==> src/rtl/reset_seq_pkg.sv <==
// Shared definitions for the reset sequencer.
//   seq_state_t   : sequencer FSM state, 2-bit encoding
//   LOCK_FILT_LEN : consecutive synchronized lock samples needed to qualify
//                   lock when RESET_SEQ_LOCK_FILTER_EN is defined
package reset_seq_pkg;

  typedef enum logic [1:0] {
    WAIT_LOCK = 2'd0,
    RELEASE   = 2'd1,
    DONE      = 2'd2,
    FAULT     = 2'd3
  } seq_state_t;

  localparam int LOCK_FILT_LEN = 8;

endpackage

==> src/rtl/bit_sync.sv <==
// Multi-flop synchronizer for a single asynchronous bit.
//   STAGES : number of flops in the chain (>= 2)
// Ports:
//   clk : destination clock
//   rst : asynchronous active-high reset, clears every flop
//   i_d : asynchronous input bit
//   o_q : synchronized output, STAGES cycles behind i_d
module bit_sync #(
  parameter int STAGES = 2
) (
  input  logic clk,
  input  logic rst,
  input  logic i_d,
  output logic o_q
);

  logic [STAGES-1:0] r_sync;

  always_ff @(posedge clk or posedge rst) begin
    if (rst) begin
      r_sync <= '0;
    end else begin
      r_sync <= {r_sync[STAGES-2:0], i_d};
    end
  end

  assign o_q = r_sync[STAGES-1];

endmodule

==> src/rtl/reset_sequencer.sv <==
// Reset sequencer: waits for the clock source to lock, then releases the
// per-stage resets one at a time, STAGE_DELAY cycles apart. Lock loss
// re-asserts every stage and restarts the sequence; failing to lock within
// LOCK_TIMEOUT cycles raises a sticky lock_fault.
// Optional feature: define RESET_SEQ_LOCK_FILTER_EN to require
// LOCK_FILT_LEN consecutive high lock samples before lock is qualified.
// Parameters:
//   STAGE_NUM    : number of sequenced reset outputs
//   STAGE_DELAY  : cycles between consecutive stage releases (>= 1)
//   LOCK_TIMEOUT : cycles allowed in WAIT_LOCK before a fault (>= 2)
// Ports:
//   clk           : system clock
//   rst           : asynchronous active-high reset
//   pll_locked    : asynchronous lock indicator
//   rst_stage_out : active-high stage resets, bit 0 released first
//   init_done     : high once every stage is released
//   lock_fault    : sticky lock-timeout flag
module reset_sequencer
  import reset_seq_pkg::*;
#(
  parameter int STAGE_NUM    = 3,
  parameter int STAGE_DELAY  = 16,
  parameter int LOCK_TIMEOUT = 1024
) (
  input  logic                 clk,
  input  logic                 rst,
  input  logic                 pll_locked,
  output logic [STAGE_NUM-1:0] rst_stage_out,
  output logic                 init_done,
  output logic                 lock_fault
);

  localparam int TW = $clog2(LOCK_TIMEOUT) + 1;
  localparam int DW = $clog2(STAGE_DELAY) + 1;
  localparam int IW = $clog2(STAGE_NUM) + 1;

  seq_state_t           r_state;
  logic [TW-1:0]        r_tcnt;
  logic [DW-1:0]        r_dcnt;
  logic [IW-1:0]        r_idx;
  logic                 w_locked_s;
  logic                 w_lock_qual;
  logic [STAGE_NUM-1:0] w_clr_mask;

  bit_sync #(
    .STAGES(2)
  ) u_lock_sync (
    .clk (clk),
    .rst (rst),
    .i_d (pll_locked),
    .o_q (w_locked_s)
  );

`ifdef RESET_SEQ_LOCK_FILTER_EN
  localparam int FW = $clog2(LOCK_FILT_LEN) + 1;
  logic [FW-1:0] r_filt;

  // Counts consecutive high samples, saturating at LOCK_FILT_LEN-1; the
  // sample that finds the count saturated is the LOCK_FILT_LEN-th high one.
  always_ff @(posedge clk or posedge rst) begin
    if (rst) begin
      r_filt <= '0;
    end else if (!w_locked_s) begin
      r_filt <= '0;
    end else if (r_filt != FW'(LOCK_FILT_LEN - 1)) begin
      r_filt <= r_filt + 1'b1;
    end
  end

  assign w_lock_qual = w_locked_s && (r_filt == FW'(LOCK_FILT_LEN - 1));
`else
  assign w_lock_qual = w_locked_s;
`endif

  // Mask form avoids indexing the output with a counter wider than needed.
  assign w_clr_mask = ~(STAGE_NUM'(1) << r_idx);

  always_ff @(posedge clk or posedge rst) begin
    if (rst) begin
      r_state       <= WAIT_LOCK;
      rst_stage_out <= '1;
      init_done     <= 1'b0;
      lock_fault    <= 1'b0;
      r_tcnt        <= '0;
      r_dcnt        <= '0;
      r_idx         <= '0;
    end else begin
      case (r_state)
        WAIT_LOCK: begin
          rst_stage_out <= '1;
          init_done     <= 1'b0;
          if (w_lock_qual) begin
            r_state <= RELEASE;
            r_dcnt  <= '0;
            r_idx   <= '0;
            r_tcnt  <= '0;
          end else if (r_tcnt == TW'(LOCK_TIMEOUT - 1)) begin
            r_state    <= FAULT;
            lock_fault <= 1'b1;
            r_tcnt     <= '0;
          end else begin
            r_tcnt <= r_tcnt + 1'b1;
          end
        end

        RELEASE: begin
          // Lock loss is checked first so it overrides a same-edge release.
          if (!w_locked_s) begin
            r_state       <= WAIT_LOCK;
            rst_stage_out <= '1;
            init_done     <= 1'b0;
            r_tcnt        <= '0;
            r_dcnt        <= '0;
            r_idx         <= '0;
          end else if (r_idx == IW'(STAGE_NUM)) begin
            r_state   <= DONE;
            init_done <= 1'b1;
          end else if (r_dcnt == DW'(STAGE_DELAY - 1)) begin
            rst_stage_out <= rst_stage_out & w_clr_mask;
            r_idx         <= r_idx + 1'b1;
            r_dcnt        <= '0;
          end else begin
            r_dcnt <= r_dcnt + 1'b1;
          end
        end

        DONE: begin
          if (!w_locked_s) begin
            r_state       <= WAIT_LOCK;
            rst_stage_out <= '1;
            init_done     <= 1'b0;
            r_tcnt        <= '0;
            r_dcnt        <= '0;
            r_idx         <= '0;
          end
        end

        FAULT: begin
          rst_stage_out <= '1;
          init_done     <= 1'b0;
          if (w_locked_s) begin
            r_state <= WAIT_LOCK;
            r_tcnt  <= '0;
          end
        end

        default: begin
          r_state       <= WAIT_LOCK;
          rst_stage_out <= '1;
          init_done     <= 1'b0;
          r_tcnt        <= '0;
          r_dcnt        <= '0;
          r_idx         <= '0;
        end
      endcase
    end
  end

endmodule

==> config.mk <==
export PLATFORM = sky130hd
export DESIGN_NAME = reset_sequencer
export DESIGN_NICKNAME = d
export VERILOG_FILES = /design/src/rtl/reset_seq_pkg.sv /design/src/rtl/bit_sync.sv /design/src/rtl/reset_sequencer.sv
export SDC_FILE = /design/constraint.sdc
export NUM_CORES = 1
export LEC_CHECK = 0
export CORE_MARGIN = 3
export CORE_UTILIZATION = 40
export CTS_BUF_LIST = sky130_fd_sc_hd__clkbuf_4
export DETAILED_ROUTE_END_ITERATION = 6
export SYNTH_ARGS = -nofsm -noshare
export SYNTH_HDL_FRONTEND = slang
export SYNTH_HIERARCHICAL = 1
export SYNTH_SLANG_ARGS = --single-unit
==> constraint.sdc <==
create_clock -name clk -period 5.3 [get_ports clk]
set_input_delay 1.06 -clock clk [delete_from_list [all_inputs] [get_ports clk]]
set_output_delay 1.06 -clock clk [all_outputs]
set_load 0.02 [all_outputs]
==> impl_results.md, run 1 <==
- CTS tree: built
- Cell Area, Synth: 1520 um2
- CP max FO: 2
- Post-synth net total: 178
- GRT Resource Usage Total: 0.145
- Non-Filler Instances: 218
- Final wirelength: 2830 um
- Switching share of power: 0.422
- Num rows: 21
- Slew at the pin with the worst max-slew slack: 0.986 ns
- Total of max-cap violations: 0
- Clk buf depth: 2
- Final hold violation count: 0
- Avg Inst Size Synth: 9.31 um2
- WL/cell: 13.0 um
- CTS sink count: 28
- Cell variety after synth: 37
- Yosys reg bits: 28
- Final worst-path setup slack: 2.77 ns
- Cell Pwr Density: 397 nW/um2
- Initial drt markers: 87
- Post-synth top flop: dfrtp_1
- RSZ-0062 raised after global routing: false
- Port buffer count: 7
- CTS clk-pin slew, worst paths: ~0.15 ns
- Sequential Power Share: 0.410
- Die Span Y: a little under 70 um
- Crit-path leading delay family: buffers and inverters
- Critical path's slowest cell: clkdlybuf4s50_1
- TritonCTS buffer count: 3
- Clock Latency Late Sink: 0.32 ns
- Leakage power: 0.743 nW
- Post-synthesis sequential area ratio: 0.464
- Crit path depth: 1
- Net switching power: 0.278 mW
- Comb pwr share: 0.455
- Leading cell type in the layout, fill and taps excluded: dfrtp_1
- Startpoint Class: register
- Hold_buf cts: 0
- DP Wirelength: between 2000 and 2500 um
- Post-CTS setup buffer count: 0
- Final Wtd Congestion: 0.792
- Clk pwr share: 0.135
- FF-to-FF path depth: 6
- Worst r2r src: r_state[0]
- EDFF count, synth: 0
- Layout cells sized above 1: 0.0523
- Routed vias/inst: 5.41
- Crit path largest cell delay: 0.59 ns
- Root Buffer: clkbuf_4
- Initial Utilization: 0.434
- CP endpoint: rst_stage_out[2]
- Die Wd: 67.6 um
- Largest net degree at the start of global routing: 27
- Max_slew headroom: 0.342
- Initial antenna violation count: 0
- Period utilization: 0.477
- Total power: ~0.66 mW
- Reg2reg setup slack: approximately 3.1 ns
- Post-route ant nets: 0
- Total of warnings raised by yosys: 6
- Worst vdd ir: 155 uV
- Setup TNS: 0 ns
- Final net count: 188
- CP startpoint: rst_stage_out[2]
- First-pass DRT Iterations: 5
- Worst Skew: ~0.0060 ns
- H-Tree Depth: 1
- Pins over their slew limit: 0
- Post-CTS Resized: 0
- Crit path cell chain: clkdlybuf4s50_1
- DRC: 0
- CP endpoint kind: output pin
- Kind of critical path: register to output pin
- GRT overflow: 0
- Crit path time final: between 2 and 3 ns
- Die footprint: around 4600 um2
- Placed Cells: around 210
- Class of the worst hold path: register to register
- Run status: completed
- Reg2reg end: r_dcnt[3]
- Global-route wire length before repair: 5120 um
- Max Freq: roughly 400 MHz
- Vias after detailed routing: 1,180
- Fill cells: between 300 and 400
- CP Data Arrival Time: around 1.5 ns
- Post-Syn Instances: 163
- Async set-reset flop share out of synthesis: 1.00
- Pre-CTS WS: 2.97 ns
- Worst path bufs/invs: 1
- Area Growth Syn to Fin: 9.48%
- Final setup vio count: 0
- Worst Path Required: 4.24 ns
- ANT cells: 0
- Most frequent cells in the layout: 25 x dfrtp_1, 23 x nand2_1, 21 x o21ai_0
- Core area: ~3500 um2
- # IOs: 8
- Internal Power: 0.382 mW
- Vias in the first global route: 1,147
layout make-up:
class / instances / area, um2 / area share
Sequential cell: 28 / 704 / 0.424
Tap cell: 46 / 57.6 / 0.0346
Multi-Input combinational cell: 123 / 766 / 0.461
Inverter: 10 / 37.5 / 0.0226
Clock inverter: 1 / 3.75 / 0.00226
Timing Repair Buffer: 7 / 70.1 / 0.0422
Clock buffer: 3 / 22.5 / 0.0136
worst min-delay path by stage:
stage	from	endpoint	slack [ns]	depth (start not counted)
after floorplan	u_lock_sync/r_sync[0]	u_lock_sync/r_sync[1]	0.33	0
after global placement	u_lock_sync/r_sync[0]	u_lock_sync/r_sync[1]	0.34	0
after detailed placement	u_lock_sync/r_sync[0]	u_lock_sync/r_sync[1]	0.35	0
after CTS	u_lock_sync/r_sync[0]	u_lock_sync/r_sync[1]	0.39	0
after global routing	u_lock_sync/r_sync[0]	u_lock_sync/r_sync[1]	0.41	0
final	u_lock_sync/r_sync[0]	u_lock_sync/r_sync[1]	0.37	0
cells by family after synthesis:
kind of cell / synth area share
and+or+nand+nor: 0.195
buffers and inverters: 0.0313
AOI/OAI and AO/OA: 0.190
muxes: 0.0206
DFF: 0.464
adders and majority gates: 0.0989
synthesized netlist by cell type, types with 2 or more instances:
| library cell | instances | share of area |
|---|---|---|
| nor2b_1 | 2 | 0.0082 |
| dfstp_2 | 3 | 0.052 |
| nand3_1 | 6 | 0.020 |
| nor2_1 | 13 | 0.032 |
| a21o_1 | 3 | 0.015 |
| nand2_1 | 23 | 0.057 |
| a31oi_1 | 4 | 0.016 |
| mux2i_1 | 2 | 0.013 |
| nor4_1 | 2 | 0.0082 |
| inv_1 | 10 | 0.025 |
| buf_2 | 2 | 0.0066 |
| ha_1 | 12 | 0.099 |
| dfrtp_1 | 25 | 0.41 |
| o21ai_0 | 21 | 0.069 |
| nor3_1 | 3 | 0.0099 |
| a21oi_1 | 3 | 0.0099 |
| nand2b_1 | 4 | 0.016 |
| a22o_1 | 3 | 0.017 |
| nand4_1 | 3 | 0.012 |
| a21boi_0 | 2 | 0.0099 |
routing by layer:
layer,vias up,global-route usage,share of wire
met5,-,0,0
met4,0,0.0456,0.0060
met3,2,0.0300,0.026
met2,15,0.226,0.45
met1,569,0.202,0.52
li1,594,-,-
through the flow:
| step | hold slack (ns) | util | cell area (um2) |
|---|---|---|---|
| global placement | 0.338 | 0.468 | 1640 |
| detailed placement | 0.352 | 0.468 | 1640 |
| floorplan | 0.331 | - | 1520 |
| finish | 0.375 | 0.475 | 1660 |
| global route | 0.407 | 0.475 | 1660 |
| CTS | 0.386 | 0.475 | 1660 |
power by group through the flow:
stage	logic, mW	clock network, mW	registers (mW)
2_1_floorplan	0.220	0	0.280
3_3_place_gp	0.290	0	0.274
3_5_place_dp	0.300	0	0.276
4_1_cts	0.301	0.0930	0.272
5_1_grt	0.344	0.102	0.277
6_report	0.300	0.0889	0.271
sequential cells by signal, indices dropped and copies added, names as in the netlist:
signal,cells
r_state,2
r_tcnt,11
init_done,1
r_dcnt,5
u_lock_sync/r_sync,2
rst_stage_out,3
r_idx,3
lock_fault,1
(Power assumes the default switching activity.)
==> inputs of run 2 (changes only) <==
clock period = 2.65 ns   (was 5.3 ns; I/O delays follow)
==> run 2 against run 1 <==
Worst hold slack got worse by 0.026 ns. First-iteration DRC count decreased by 25%. Wire length rose by 2.9%. Final area increased by 0.45%. Setup slack got worse by 2.3 ns. Combinational power is 100% higher. Critical path type is now register to register. Power rose by 100%. Non-clock buffer count rose by 1.
==> impl_results.md, run 2 (same netlist as run 1, synthesis figures left out) <==
- Run status: completed
- ANT cells: 0
- RSZ-0062 raised after global routing: false
- Layout cells sized above 1: 0.0578
- Met1 WL: about 1600 um
- Root Buffer: clkbuf_4
- Kind of critical path: register to register
- Worst vdd ir: approximately 260 uV
- CTS tree: built
- Pins over their slew limit: 0
- Post-Place Cell Area: 1640 um2
- Largest net degree at the start of global routing: 16
- Fill cells: 336
- Post-layout util: 0.478
- Startpoint Class: register
- CP endpoint kind: register
- Worst Path Required: slightly below 3 ns
- Largest register FFs: 11
- Sequential Power Share: 0.410
- Vias after detailed routing: 1,179
- Port buffer count: 7
- DRC: 0
- Final Cell Area: 1670 um2
- TritonCTS buffer count: 3
- Period utilization: 0.823
- CP Data Arrival Time: 2.46 ns
- Area Growth Syn to Fin: 9.98%
- Num rows: 21
- Biggest regs: r_tcnt x11, r_dcnt x5
- Comb pwr share: 0.452
- Class of the worst hold path: input pin to asynchronous set/reset pin
- Leakage power: roughly 0.75 nW
- Final hold violation count: 0
- Setup TNS: 0 ns
- Max Freq: 459 MHz
- CP max FO: 13
- Slew at the pin with the worst max-slew slack: between 0.5 and 0.6 ns
- Total of max-cap violations: 0
- CP startpoint: r_idx[0]
- Pre-CTS WS: ~0.51 ns
- GRT overflow: 0
- Placed Cells: 215
- Most frequent cells in the layout: 25 x dfrtp_1, 23 x nand2_1, 21 x o21ai_0
- Die Wd: 67.6 um
- Initial drt markers: 65
- Post-CTS Resized: 0
- Global-route wire length before repair: 5140 um
- Vias in the first global route: 1,096
- Routed vias/inst: 5.38
- Switching share of power: 0.423
- Crit path time final: 2.18 ns
- # IOs: 8
- Internal Power: 0.765 mW
- Final setup vio count: 0
- WL/cell: 13.3 um
- Highest Signal Layer: met4
- Die Span Y: 67.6 um
- Worst Skew: 0.00157 ns
- Clk buf depth: 2
- Cell Pwr Density: 794 nW/um2
- Core area: approximately 3500 um2
- DP Wirelength: 2130 um
- Worst r2r src: r_idx[0]
- Max_slew headroom: 0.606
- CTS clk-pin slew, worst paths: 0.15 ns
- Net switching power: 0.560 mW
- Hold_buf cts: 0
- Met2 wire len: ~1200 um
- Initial antenna violation count: 0
- GRT Resource Usage Total: 0.149
- Final worst-path setup slack: 0.470 ns
- Clk pwr share: 0.137
- First-pass DRT Iterations: 4
- Post-CTS setup buffer count: 0
- Post-route ant nets: 0
- H-Tree Depth: 1
- Non-Filler Instances: 219
- Met3 WL: roughly 49 um
- Leading cell type in the layout, fill and taps excluded: dfrtp_1
- Final net count: 189
- CTS sink count: 28
- FF-to-FF path depth: 6
- Final Wtd Congestion: 0.852
- Die footprint: 4570 um2
- Initial Utilization: 0.434
- Final wirelength: 2920 um
- Clock Latency Late Sink: approximately 0.33 ns
- Top reg by flops: r_tcnt
==> run 2: changes by cell type in the layout (fill, tap and decap cells not counted), sizes merged <==
cell and delta:
buf +1
==> run 2: area by class of cell <==
class | instances | area, um2 | share of cell area
Inverter | 10 | 37.5 | 0.0225
Timing Repair Buffer | 8 | 77.6 | 0.0465
Tap cell | 46 | 57.6 | 0.0345
Multi-Input combinational cell | 123 | 766 | 0.459
Clock buffer | 3 | 22.5 | 0.0135
Clock inverter | 1 | 3.75 | 0.00225
Sequential cell | 28 | 704 | 0.422
==> run 2: critical path: stages, from the launching register on <==
cell and delay, ns:
dfrtp_1 0.46, ha_1 0.22, ha_1 0.19, a21o_1 0.19, a211o_1 0.44, or4_1 0.54, nand3_1 0.09
==> run 2: per-layer routing <==
layer	track usage	vias up
met2	0.228	11
met3	0.0200	4
met1	0.212	561
li1	-	603
met5	0	-
met4	0.0608	0
==> run 2: stage by stage <==
stage	hold slack [ns]	power, mW
after CTS	0.342	1.34
after floorplan	0.271	1.00
after detailed placement	0.353	1.15
after global routing	0.330	1.45
after global placement	0.335	1.13
final	0.349	1.33
==> run 2: power by group through the flow <==
stage | combinational, mW | sequential, mW | clock, mW
2_1_floorplan | 0.440 | 0.561 | 0
3_3_place_gp | 0.588 | 0.545 | 0
3_5_place_dp | 0.594 | 0.552 | 0
4_1_cts | 0.598 | 0.544 | 0.193
5_1_grt | 0.686 | 0.552 | 0.210
6_report | 0.599 | 0.544 | 0.182
==> run 2: final timing paths <==
check	endpoint	slack, ns
max in group asynchronous	r_tcnt[1]	1.49
min in group clk	u_lock_sync/r_sync[1]	0.38
hold reg to reg	u_lock_sync/r_sync[1]	0.38
hold / removal	u_lock_sync/r_sync[0]	0.35
setup / recovery	r_dcnt[3]	0.47
setup reg to reg	r_dcnt[3]	0.47
